$ cat src/rtl/vdp_defs.sv
// Shared definitions for the VDP CPU port: command codes, register indices,
// mode encodings, FSM state types and the display-mode decode helper.
package vdp_defs;

  localparam int unsigned NUM_VDP_REGS = 11;
  localparam int unsigned ADDR_W       = 14;
  localparam int unsigned DATA_W       = 8;

  // Register indices driving the video stage
  localparam int unsigned REG_MODE0   = 0;
  localparam int unsigned REG_MODE1   = 1;
  localparam int unsigned REG_NAME    = 2;
  localparam int unsigned REG_COLOR   = 3;
  localparam int unsigned REG_FONT    = 4;
  localparam int unsigned REG_SATTR   = 5;
  localparam int unsigned REG_SPAT    = 6;
  localparam int unsigned REG_COLORS  = 7;
  localparam int unsigned REG_XSCROLL = 8;
  localparam int unsigned REG_YSCROLL = 9;

  // Command code carried in bits 7:6 of the second control byte
  typedef enum logic [1:0] {
    CODE_RD   = 2'd0,
    CODE_WR   = 2'd1,
    CODE_REG  = 2'd2,
    CODE_CRAM = 2'd3
  } code_t;

  typedef enum logic [2:0] {
    MODE_TEXT = 3'd0,
    MODE_G1   = 3'd1,
    MODE_G2   = 3'd2,
    MODE_MC   = 3'd3,
    MODE_4    = 3'd4
  } mode_t;

  // Two-byte control latch phase
  typedef enum logic {
    CTL_FIRST  = 1'b0,
    CTL_SECOND = 1'b1
  } ctl_state_t;

  // Read-ahead phases: strobe cycle, then capture of VRAM data
  typedef enum logic [1:0] {
    PF_IDLE = 2'd0,
    PF_REQ  = 2'd1,
    PF_CAP  = 2'd2
  } pf_state_t;

  // Mode select with M4 taking precedence over M1, then M2, then M3
  function automatic mode_t decode_mode(input logic m1, input logic m2,
                                        input logic m3, input logic m4);
    if (m4)      return MODE_4;
    else if (m1) return MODE_TEXT;
    else if (m2) return MODE_G2;
    else if (m3) return MODE_MC;
    else         return MODE_G1;
  endfunction

endpackage

$ cat src/rtl/vdp_status_latch.sv
// Sticky VDP status flags.
// Ports: clk/reset; interrupt_flag (edge-detected), sprite_collision and
// too_many_sprites (level) from the video stage; sprite5 captured with OVR;
// clear = control-port read; status = {F, OVR, COL, s5}.
module vdp_status_latch
  import vdp_defs::*;
(
  input  logic       clk,
  input  logic       reset,
  input  logic       interrupt_flag,
  input  logic       sprite_collision,
  input  logic       too_many_sprites,
  input  logic [4:0] sprite5,
  input  logic       clear,
  output logic [7:0] status
);

  logic       irq_prev;
  logic       flag_f;
  logic       flag_ovr;
  logic       flag_col;
  logic [4:0] s5_q;

  // A set event in the clearing cycle survives the clear
  always_ff @(posedge clk or posedge reset) begin
    if (reset) begin
      irq_prev <= 1'b0;
      flag_f   <= 1'b0;
      flag_ovr <= 1'b0;
      flag_col <= 1'b0;
      s5_q     <= '0;
    end else begin
      irq_prev <= interrupt_flag;
      flag_f   <= (interrupt_flag & ~irq_prev) | (flag_f & ~clear);
      flag_ovr <= too_many_sprites | (flag_ovr & ~clear);
      flag_col <= sprite_collision | (flag_col & ~clear);
      if (too_many_sprites) s5_q <= sprite5;
    end
  end

  assign status = {flag_f, flag_ovr, flag_col, s5_q};

endmodule

$ cat src/rtl/vdp_port.sv
// CPU-facing front end of the VDP.
// Ports: clk/reset; CPU bus (cpu_port, cpu_wr, cpu_rd, cpu_din, cpu_dout);
// VRAM CPU port (vga_addr, vga_din, vga_wr, vga_rd, vga_dout); palette write
// port (cram_wr, cram_addr, cram_din); mode, table addresses, colour and
// scroll outputs to the video stage; status event inputs from the video stage.
module vdp_port
  import vdp_defs::*;
#(
  parameter int unsigned NUM_REGS = NUM_VDP_REGS
) (
  input  logic        clk,
  input  logic        reset,
  input  logic        cpu_port,
  input  logic        cpu_wr,
  input  logic        cpu_rd,
  input  logic [7:0]  cpu_din,
  output logic [7:0]  cpu_dout,
  output logic [13:0] vga_addr,
  output logic [7:0]  vga_din,
  output logic        vga_wr,
  output logic        vga_rd,
  input  logic [7:0]  vga_dout,
  output logic        cram_wr,
  output logic [4:0]  cram_addr,
  output logic [5:0]  cram_din,
  output logic [2:0]  mode,
  output logic [13:0] name_table_addr,
  output logic [13:0] color_table_addr,
  output logic [13:0] font_addr,
  output logic [13:0] sprite_attr_addr,
  output logic [13:0] sprite_pattern_table_addr,
  output logic        video_on,
  output logic        vert_retrace_int,
  output logic        sprite_large,
  output logic        sprite_enlarged,
  output logic [3:0]  text_color,
  output logic [3:0]  back_color,
  output logic [7:0]  x_scroll,
  output logic [7:0]  y_scroll,
  input  logic        interrupt_flag,
  input  logic        sprite_collision,
  input  logic        too_many_sprites,
  input  logic [4:0]  sprite5
);

  ctl_state_t        ctl_q, ctl_d;
  pf_state_t         pf_q, pf_d;
  code_t             code_q, code_d;
  logic [ADDR_W-1:0] ptr_q, ptr_d, ptr_cur;
  logic [DATA_W-1:0] read_buf_q, read_buf_d;
  logic [DATA_W-1:0] regs_q [NUM_REGS];

  logic [13:0] vga_addr_d;
  logic [7:0]  vga_din_d;
  logic        vga_wr_d, vga_rd_d, cram_wr_d;
  logic [4:0]  cram_addr_d;
  logic [5:0]  cram_din_d;
  logic        reg_we;
  logic [3:0]  reg_idx;
  logic        start_pf;
  logic [7:0]  status_byte;

  vdp_status_latch u_status (
    .clk              (clk),
    .reset            (reset),
    .interrupt_flag   (interrupt_flag),
    .sprite_collision (sprite_collision),
    .too_many_sprites (too_many_sprites),
    .sprite5          (sprite5),
    .clear            (cpu_rd & cpu_port),
    .status           (status_byte)
  );

  assign cpu_dout = cpu_port ? status_byte : read_buf_q;

  // Command decode, pointer update and read-ahead sequencing
  always_comb begin
    ctl_d       = ctl_q;
    pf_d        = (pf_q == PF_REQ) ? PF_CAP : PF_IDLE;
    code_d      = code_q;
    // The capture cycle's increment is folded in so a strobe landing on it sees the updated pointer
    ptr_cur     = (pf_q == PF_CAP) ? ptr_q + 14'd1 : ptr_q;
    ptr_d       = ptr_cur;
    read_buf_d  = (pf_q == PF_CAP) ? vga_dout : read_buf_q;
    vga_addr_d  = vga_addr;
    vga_din_d   = vga_din;
    vga_wr_d    = 1'b0;
    vga_rd_d    = 1'b0;
    cram_wr_d   = 1'b0;
    cram_addr_d = cram_addr;
    cram_din_d  = cram_din;
    reg_we      = 1'b0;
    reg_idx     = cpu_din[3:0];
    start_pf    = 1'b0;

    if (cpu_wr && cpu_port) begin
      if (ctl_q == CTL_FIRST) begin
        ptr_d = {ptr_cur[13:8], cpu_din};
        ctl_d = CTL_SECOND;
      end else begin
        code_d = code_t'(cpu_din[7:6]);
        ptr_d  = {cpu_din[5:0], ptr_cur[7:0]};
        ctl_d  = CTL_FIRST;
        case (code_t'(cpu_din[7:6]))
          CODE_RD:  start_pf = 1'b1;
          CODE_REG: reg_we   = (32'(cpu_din[3:0]) < NUM_REGS);
          default:  ;
        endcase
      end
    end else if (cpu_wr) begin
      ctl_d      = CTL_FIRST;
      read_buf_d = cpu_din;
      ptr_d      = ptr_cur + 14'd1;
      if (code_q == CODE_CRAM) begin
        cram_wr_d   = 1'b1;
        cram_addr_d = ptr_cur[4:0];
        cram_din_d  = cpu_din[5:0];
      end else begin
        vga_wr_d   = 1'b1;
        vga_addr_d = ptr_cur;
        vga_din_d  = cpu_din;
      end
    end else if (cpu_rd) begin
      ctl_d = CTL_FIRST;
      if (!cpu_port) start_pf = 1'b1;
    end

    // Read-ahead: strobe now, capture two edges later and advance the pointer then
    if (start_pf) begin
      vga_rd_d   = 1'b1;
      vga_addr_d = ptr_d;
      pf_d       = PF_REQ;
    end
  end

  always_ff @(posedge clk or posedge reset) begin
    if (reset) begin
      ctl_q      <= CTL_FIRST;
      pf_q       <= PF_IDLE;
      code_q     <= CODE_RD;
      ptr_q      <= '0;
      read_buf_q <= '0;
      vga_addr   <= '0;
      vga_din    <= '0;
      vga_wr     <= 1'b0;
      vga_rd     <= 1'b0;
      cram_wr    <= 1'b0;
      cram_addr  <= '0;
      cram_din   <= '0;
    end else begin
      ctl_q      <= ctl_d;
      pf_q       <= pf_d;
      code_q     <= code_d;
      ptr_q      <= ptr_d;
      read_buf_q <= read_buf_d;
      vga_addr   <= vga_addr_d;
      vga_din    <= vga_din_d;
      vga_wr     <= vga_wr_d;
      vga_rd     <= vga_rd_d;
      cram_wr    <= cram_wr_d;
      cram_addr  <= cram_addr_d;
      cram_din   <= cram_din_d;
    end
  end

  // Register file; code-2 writes take the latched low pointer byte
  always_ff @(posedge clk or posedge reset) begin
    if (reset) begin
      for (int i = 0; i < NUM_REGS; i++) regs_q[i] <= '0;
    end else if (reg_we) begin
      regs_q[reg_idx] <= ptr_cur[7:0];
    end
  end

  mode_t       mode_c;
  logic [13:0] name_c, color_c, font_c, sattr_c, spat_c;

  // Table base decode; mode 2 and mode 4 coarsen the address granularity
  always_comb begin
    mode_c  = decode_mode(regs_q[REG_MODE1][4], regs_q[REG_MODE0][1],
                          regs_q[REG_MODE1][3], regs_q[REG_MODE0][2]);
    name_c  = {regs_q[REG_NAME][3:0], 10'b0};
    color_c = {regs_q[REG_COLOR], 6'b0};
    font_c  = {regs_q[REG_FONT][2:0], 11'b0};
    sattr_c = {regs_q[REG_SATTR][6:0], 7'b0};
    spat_c  = {regs_q[REG_SPAT][2:0], 11'b0};
    if (mode_c == MODE_G2) begin
      color_c = {regs_q[REG_COLOR][7], 13'b0};
      font_c  = {regs_q[REG_FONT][2], 13'b0};
    end else if (mode_c == MODE_4) begin
      name_c  = {regs_q[REG_NAME][3:1], 11'b0};
      sattr_c = {regs_q[REG_SATTR][6:1], 8'b0};
      spat_c  = {regs_q[REG_SPAT][2], 13'b0};
      font_c  = '0;
    end
  end

  always_ff @(posedge clk or posedge reset) begin
    if (reset) begin
      mode                      <= 3'(MODE_G1);
      name_table_addr           <= '0;
      color_table_addr          <= '0;
      font_addr                 <= '0;
      sprite_attr_addr          <= '0;
      sprite_pattern_table_addr <= '0;
      video_on                  <= 1'b0;
      vert_retrace_int          <= 1'b0;
      sprite_large              <= 1'b0;
      sprite_enlarged           <= 1'b0;
      text_color                <= '0;
      back_color                <= '0;
      x_scroll                  <= '0;
      y_scroll                  <= '0;
    end else begin
      mode                      <= 3'(mode_c);
      name_table_addr           <= name_c;
      color_table_addr          <= color_c;
      font_addr                 <= font_c;
      sprite_attr_addr          <= sattr_c;
      sprite_pattern_table_addr <= spat_c;
      video_on                  <= regs_q[REG_MODE1][6];
      vert_retrace_int          <= regs_q[REG_MODE1][5];
      sprite_large              <= regs_q[REG_MODE1][1];
      sprite_enlarged           <= regs_q[REG_MODE1][0];
      text_color                <= regs_q[REG_COLORS][7:4];
      back_color                <= regs_q[REG_COLORS][3:0];
      x_scroll                  <= regs_q[REG_XSCROLL];
      y_scroll                  <= regs_q[REG_YSCROLL];
    end
  end

endmodule

$ cat config.mk
export PLATFORM = sky130hd
export DESIGN_NAME = vdp_port
export DESIGN_NICKNAME = d
export VERILOG_FILES = /design/src/rtl/vdp_defs.sv /design/src/rtl/vdp_status_latch.sv /design/src/rtl/vdp_port.sv
export SDC_FILE = /design/constraint.sdc
export NUM_CORES = 1
export LEC_CHECK = 0
export ABC_CLOCK_PERIOD_IN_PS = 14300
export CAP_MARGIN = 5
export CORE_MARGIN = 2
export CORE_UTILIZATION = 50
export DETAILED_ROUTE_END_ITERATION = 10
export DONT_BUFFER_PORTS = 1
export PLACE_DENSITY = 0.61
export SYNTH_ARGS = -nofsm -noshare
export SYNTH_HDL_FRONTEND = slang
export SYNTH_SLANG_ARGS = --single-unit
$ cat constraint.sdc
create_clock -name clk -period 14.3 [get_ports clk]
set_clock_uncertainty 0.2 [all_clocks]
set_input_delay 2.86 -clock clk [delete_from_list [all_inputs] [get_ports clk]]
set_output_delay 2.86 -clock clk [all_outputs]
set_load 0.02 [all_outputs]
==> results.md, run 1 <==
- Status: complete, no violations
- Largest net degree at the start of global routing: 111
- Worst R2R Start: pf_q[0]$_DFF_PP0_
- Reg area: 4606 um^2
- Post-synthesis cell count: 735
- Sw Ratio: 0.3295
- Non-filler cells, final: 938
- Sequential share of the synthesized area: 0.5836
- Adder-cell share of the synthesized area: 0.003171
- Part of the cycle the worst path needs: 0.4402
- Setup-failing EPs final: 0
- Vias per Instance: 5.580
- GR Util All Layers: 0.2216
- Final hold violations: 0
- Worst Path Max Fanout: 19
- FP Rows: 45
- Pwr per Cell Area: 168.5 nW/um^2
- Global-route wire length before repair: 28130 um
- Worst path bufs/invs: 0
- CP cell instances: mux2_2
- Vias in the first global route: 4947
- Tmin final: 6294 ps
- DIE HEIGHT: 129.6 um
- Number of H-tree levels: 4
- Core Util, Final: 0.5508
- Layout Nets: 745
- Total grt overflow: 0
- Port Buffers: 0
- Iteration-0 DRC count of the detailed router: 370
- Mux share of post-synthesis cell area: 0.04535
- Cts-stage hold buffer count: 0
- Final worst slack: 8006 ps
- Post-cts gate resize count: 0
- EDFF count, synth: 0
- Placed cells: 906
- Clk Latency, worst-skew pair: 420 ps
- Final HPWL DP: 12310 um
- Clock Path Buffers: 2
- Comb power frac: 0.160
- CTS sink cnt: 184
- Post-Synth XOR/XNOR Area: 0.01554
- Hold path start: regs_q[22]$_DFFE_PP0P_
- Main synth FF type: dfrtp_1
- Slowest cell on crit path: mux2_2
- DRT antenna net count: 0
- Crit end category: primary output
- P_sw: 468.2 uW
- CP startpoint: cpu_port
- CTS root buffer: clkbuf_16
- Die width: 129.6 um
- Flops & latches, synth: 184
- Combinational family with the most area after synthesis: simple AND/OR/NAND/NOR gates
- Area taken by multi-input logic gates: 2875 um^2
- Worst vdd ir: 0.00009143 V
- Final wirelength: 17810 um
- Worst hold path class: register to register
- Arr. time, crit path: 3230 ps
- Tot Pwr: 1.421 mW
- Inserted Clock Buffers: 17
- Cell Int Power: 952.9 uW
- CTS tree: built
- Critical Path RT: 11240 ps
- Wire length per cell: 18.99 um
- Fin area: 8436 um^2
- Number of setup buffers added after CTS: 0
- Post-synthesis cell type count: 69
- Full die area: 16800 um^2
- Synthesized area per cell: 10.74 um^2
- Max Fclk: 158.9 MHz
- Complex-gate fraction of the synthesized area: 0.1257
- Synth warn: 0
- Clock transition at the registers of the reported paths: 60 ps
- WHS: 172.7 ps
- Setup_tns: 0 ps
- Dpl ws: 8003 ps
- Fraction of registers with async set/reset: 1.000
- RSZ-0062 raised after global routing: no
- Number of remaining DRC errors: 0
- Slew @ Worst Pin: 1122 ps
- Synth Area in Simple Gates: 0.1532
- Placeable Area: 15310 um^2
- Worst path top cell family by delay: multiplexers
- Routability congestion estimate: 0.8867
- Max-Cap Viols: 0
- DR vias: 5234
- Setup Crit Path Kind: input pin to primary output
- First-pass DRT Iterations: 5
- Share of post-route cells with drive strength above 1: 0.09904
- Antenna violations before repair: 0
- Ports: 174
- P_leak: 3.896 nW
- Area post-placement: 7818 um^2
- Reg power frac: 0.497
- Synthesized area: 7891 um^2
- ANT cells: 0
- Slew Limit Fails: 0
- P&R area growth vs syn: 6.897%
- Fillers: 1369
- Critical path's largest stage delay: 370 ps
- Max-slew headroom: 0.2495
- Clock share of power: 0.343
- CP Launch Type: input pin
- Initial Util: 0.5153
## metal layers
layer,wire length [um],global-route usage,share of wire
met5,0,0,0
met4,394,0.08159,0.022
met3,1352,0.05739,0.076
met2,8263,0.3351,0.46
met1,7797,0.3103,0.44
## placed cells by master, fill, tap and decap left out, types with 9 or more instances in the layout
master	instances
nor3_1	10
a21oi_1	30
conb_1	45
mux2_2	22
clkbuf_16	17
xnor2_1	9
nor2b_1	16
nor2_1	40
o21ai_0	74
mux2i_1	11
dfrtp_1	183
nand2_1	109
nand3_1	10
## power groups by stage
| stage | registers, mW | clock network [mW] | logic (mW) |
|---|---|---|---|
| 2_1_floorplan | 0.681 | 0 | 0.200 |
| 3_3_place_gp | 0.713 | 0 | 0.222 |
| 3_5_place_dp | 0.715 | 0 | 0.228 |
| 4_1_cts | 0.706 | 0.494 | 0.230 |
| 5_1_grt | 0.714 | 0.520 | 0.255 |
| 6_report | 0.706 | 0.487 | 0.228 |
## layout make-up
cell class,count,share of cell area
Clock buffer,21,0.05458
Clock inverter,11,0.01869
Inverter,10,0.005043
Sequential cell,184,0.5460
Multi-Input combinational cell,497,0.3408
Timing Repair Buffer,4,0.003560
Tap cell,211,0.03130
## state kept, by name (all words and copies together) (netlist names), 2 cells and up
register / count
regs_q: 57
ptr_q: 14
vga_addr: 14
color_table_addr: 8
read_buf_q: 8
vga_din: 8
x_scroll: 8
y_scroll: 8
sprite_attr_addr: 7
cram_din: 6
cram_addr: 5
u_status.s5_q: 5
back_color: 4
name_table_addr: 4
text_color: 4
font_addr: 3
mode: 3
sprite_pattern_table_addr: 3
code_q: 2
pf_q: 2
## cell families after synthesis
group           after synthesis
buf+inv                      98
mux                          33
other cells                   1
simple gates                243
fa+ha+maj                     2
flops                       184
xor+xnor                     14
compound gates              160
## cells in the mapped netlist (all sizes together) (2+ instances only)
library cell  instances  area share
a22oi                 2      0.0019
ha                    2      0.0032
nand2b                4      0.0032
o21a                  3      0.0029
mux2                 22       0.031
a21oi                30       0.019
a221o                 6      0.0076
o21ai                74       0.047
inv                   9      0.0043
nand3b                3      0.0029
nor2b                16       0.013
dfrtp               183        0.58
xor2                  5      0.0055
a222oi                3      0.0038
or3                   6      0.0054
nor2                 40       0.019
o211ai                5      0.0048
nor3                 11      0.0084
o31ai                 6      0.0057
nand2               109       0.052
a21o                  4      0.0038
xnor2                 9       0.010
a221oi                3      0.0033
and2                  7      0.0055
nor3b                 5      0.0048
buf                  63       0.056
nand4b                4      0.0044
o22ai                 4      0.0032
mux2i                11       0.014
and3b                 2      0.0022
clkbuf               25       0.012
a2111oi               2      0.0030
a211oi                7      0.0073
and3                  7      0.0055
or2                   2      0.0016
nor4                  2      0.0024
o311a                 2      0.0025
nor4b                 3      0.0041
nand3                12      0.0089
nand4                 5      0.0040
## path summary, 6_finish.rpt
kind | to | slack, ps | cells after the start
max | cpu_dout[6] | 8010 | 1
min | x_scroll[6]$_DFF_PP0_ | 170 | 0
max reg2reg | vga_addr[2]$_DFFE_PP0P_ | 10420 | 9
min reg2reg | x_scroll[6]$_DFF_PP0_ | 170 | 0
max in group asynchronous | color_table_addr[13]$_DFF_PP0_ | 10140 | 2
min in group asynchronous | name_table_addr[11]$_DFF_PP0_ | 2320 | 1
(Power assumes the default switching activity.)
==> run 2: changes to the inputs <==
--- a/config.mk
+++ b/config.mk
@@ -5,7 +5,7 @@
 export SDC_FILE = /design/constraint.sdc
 export NUM_CORES = 1
 export LEC_CHECK = 0
-export ABC_CLOCK_PERIOD_IN_PS = 14300
+export ABC_CLOCK_PERIOD_IN_PS = 6400
 export CAP_MARGIN = 5
 export CORE_MARGIN = 2
 export CORE_UTILIZATION = 50
==> constraint.sdc (replaced) <==
create_clock -name clk -period 6.4 [get_ports clk]
set_clock_uncertainty 0.2 [all_clocks]
set_input_delay 1.28 -clock clk [delete_from_list [all_inputs] [get_ports clk]]
set_output_delay 1.28 -clock clk [all_outputs]
set_load 0.02 [all_outputs]
==> run 2 against run 1 <==
Utilization shrank 0.20 points. Sequential share of layout area grew 0.20 points. Final area shrank 0.36%. Total power grew 120%. Sequential power grew 120%. Wire length grew 0.56%. Flip-flop and latch count is the same. Die area is the same. Critical endpoint is now ptr_q[10]$_DFF_PP0_. Largest cell class unchanged. Largest power group unchanged. Highest routed layer unchanged.
==> results.md, run 2 (synthesis results as in run 1) <==
- Largest net degree at the start of global routing: 82 (-26%)
- Top reg by flops: regs_q
- Max-Cap Viols: 0 (unchanged)
- Wire length per cell: 19.05 um (+0.34%)
- Critical path's largest stage delay: 930 ps (+560 ps)
- Port Buffers: 0 (unchanged)
- Pwr per Cell Area: 369.0 nW/um^2 (+120%)
- Worst path top cell family by delay: XOR/XNOR gates
- Clock Path Buffers: 2 (unchanged)
- Slew @ Worst Pin: 1126 ps (+4.117 ps)
- Crit end category: register
- Arr. time, crit path: 3950 ps (+720 ps)
- Top flop regs: regs_q x57, ptr_q x14, vga_addr x14
- CP Launch Type: register
- DRT antenna net count: 0 (unchanged)
- Area post-placement: 7831 um^2 (+0.18%)
- WHS: 173.7 ps (+1.022 ps)
- Worst hold path class: register to register
- Post-cts gate resize count: 0 (unchanged)
- Placeable Area: 15310 um^2 (unchanged)
- Die width: 129.6 um (unchanged)
- Setup_tns: 0 ps (unchanged)
- Vias in the first global route: 4990 (+0.87%)
- Area taken by multi-input logic gates: 2875 um^2 (unchanged)
- Worst path bufs/invs: 1 (+1)
- First-pass DRT Iterations: 5 (unchanged)
- FP Rows: 45 (unchanged)
- Critical Path RT: 6520 ps (-4720 ps)
- Worst vdd ir: 0.0001898 V (+110%)
- Tmin final: 3829 ps
- Cts-stage hold buffer count: 0 (unchanged)
- Fillers: 1334 (-2.6%)
- Core Util, Final: 0.5489 (-0.001961)
- Routability congestion estimate: 0.8755 (-1.3%)
- Global-route wire length before repair: 28060 um (-0.25%)
- Clock transition at the registers of the reported paths: 70 ps (about the same)
- P_leak: 3.869 nW (-0.69%)
- Setup Crit Path Kind: register to register
- Full die area: 16800 um^2 (unchanged)
- Reg area: 4606 um^2 (unchanged)
- Slowest cell on crit path: xor2_1
- Commonest cells after routing, fill and taps aside: dfrtp_1, nand2_1, o21ai_0, conb_1, nor2_1
- Final wirelength: 17910 um (+0.56%)
- P&R area growth vs syn: 6.517%
- Number of H-tree levels: 4 (unchanged)
- Setup-failing EPs final: 0 (unchanged)
- Number of remaining DRC errors: 0 (unchanged)
- Status: complete, no violations
- RSZ-0062 raised after global routing: no
- Antenna violations before repair: 0 (unchanged)
- Slew Limit Fails: 0 (unchanged)
- Leading cell type in the layout, fill and taps excluded: dfrtp_1
- Max reg flops: 57 (unchanged)
- Max Fclk: 261.2 MHz
- CTS sink cnt: 184 (unchanged)
- Tot Pwr: 3.101 mW (+120%)
- Total grt overflow: 0 (unchanged)
- Number of setup buffers added after CTS: 0 (unchanged)
- CTS root buffer: clkbuf_16
- GR Util All Layers: 0.2229 (+0.001342)
- Share of post-route cells with drive strength above 1: 0.1029 (+0.003844)
- Initial Util: 0.5153 (unchanged)
- Vias per Instance: 5.533 (-0.84%)
- Inserted Clock Buffers: 17 (unchanged)
- Ports: 174 (unchanged)
- ANT cells: 0 (unchanged)
- Part of the cycle the worst path needs: 0.5983
- Iteration-0 DRC count of the detailed router: 362 (-2.2%)
- DR vias: 5201 (-0.63%)
- Layout Nets: 747 (+0.27%)
- Clk Latency, worst-skew pair: 430 ps (about the same)
- Final hold violations: 0 (unchanged)
- CTS tree: built
- Fin area: 8406 um^2 (-0.36%)
- CP cell instances: or2b_1 -> xor2_1 -> inv_1 -> ha_1 -> nand2_1 -> a211oi_2 -> and4bb_2 -> xnor2_1 -> o21ai_0
- Worst Path Max Fanout: 12 (-7)
- Final HPWL DP: 12510 um (+1.6%)
- DIE HEIGHT: 129.6 um (unchanged)
- Max-slew headroom: 0.2468 (-0.002754)
run 2: changes by cell type in the layout (fill, tap and decap cells not counted), sizes merged:
cell / previous run / this run
clkinvlp: 1 / 6
bufinv: 3 / 1
buf: 4 / 6
inv: 13 / 11
clkbuf: 21 / 20
run 2: worst reg2reg max path, delay by kind of cell (launching register included):
| family | cells | cell delay (ps) |
|---|---|---|
| adder cells (fa/ha/maj) | 1 | 290 |
| AO/OA/AOI/OAI | 2 | 320 |
| buffers and inverters | 1 | 250 |
| XOR/XNOR | 2 | 1080 |
| AND/OR/NAND/NOR | 3 | 990 |
| flip-flops | 1 | 590 |
run 2: worst paths after layout:
path / start / endpoint / slack [ps] / cells past startpoint
max: pf_q[0]$_DFF_PP0_ / ptr_q[10]$_DFF_PP0_ / 2570 / 9
min: regs_q[25]$_DFFE_PP0P_ / back_color[1]$_DFF_PP0_ / 170 / 0
max reg2reg: pf_q[0]$_DFF_PP0_ / ptr_q[10]$_DFF_PP0_ / 2570 / 9
min reg2reg: regs_q[25]$_DFFE_PP0P_ / back_color[1]$_DFF_PP0_ / 170 / 0
max in group asynchronous: reset / ptr_q[12]$_DFF_PP0_ / 4390 / 2
min in group asynchronous: reset / name_table_addr[13]$_DFF_PP0_ / 400 / 1
run 2: metal layers:
layer | track usage | part of all wire | up-vias
met3 | 0.06978 | 0.080 | 31
met2 | 0.3363 | 0.46 | 203
met5 | 0 | 0 | -
met4 | 0.09424 | 0.023 | 0
li1 | - | - | 2417
met1 | 0.2998 | 0.44 | 2550
run 2: area by class of cell:
class,instances,area share
inverters,10,0.004912
well taps,211,0.03141
clock inverters,12,0.01399
multi-input cells,497,0.3421
clock buffers,20,0.05433
flip-flops and latches,184,0.5479
repair buffers,6,0.005359
run 2: where the power goes:
part	switching (mW)	internal, mW
Clock	0.447	0.562
Sequential	0.271	1.31
Combinational	0.335	0.177
run 2: through the flow:
stage | std cells | worst slack [ps]
floorplan | 779 | 2556
global placement | 908 | 2683
detailed placement | 908 | 2584
CTS | 940 | 2571
global route | 940 | 2316
finish | 940 | 2571
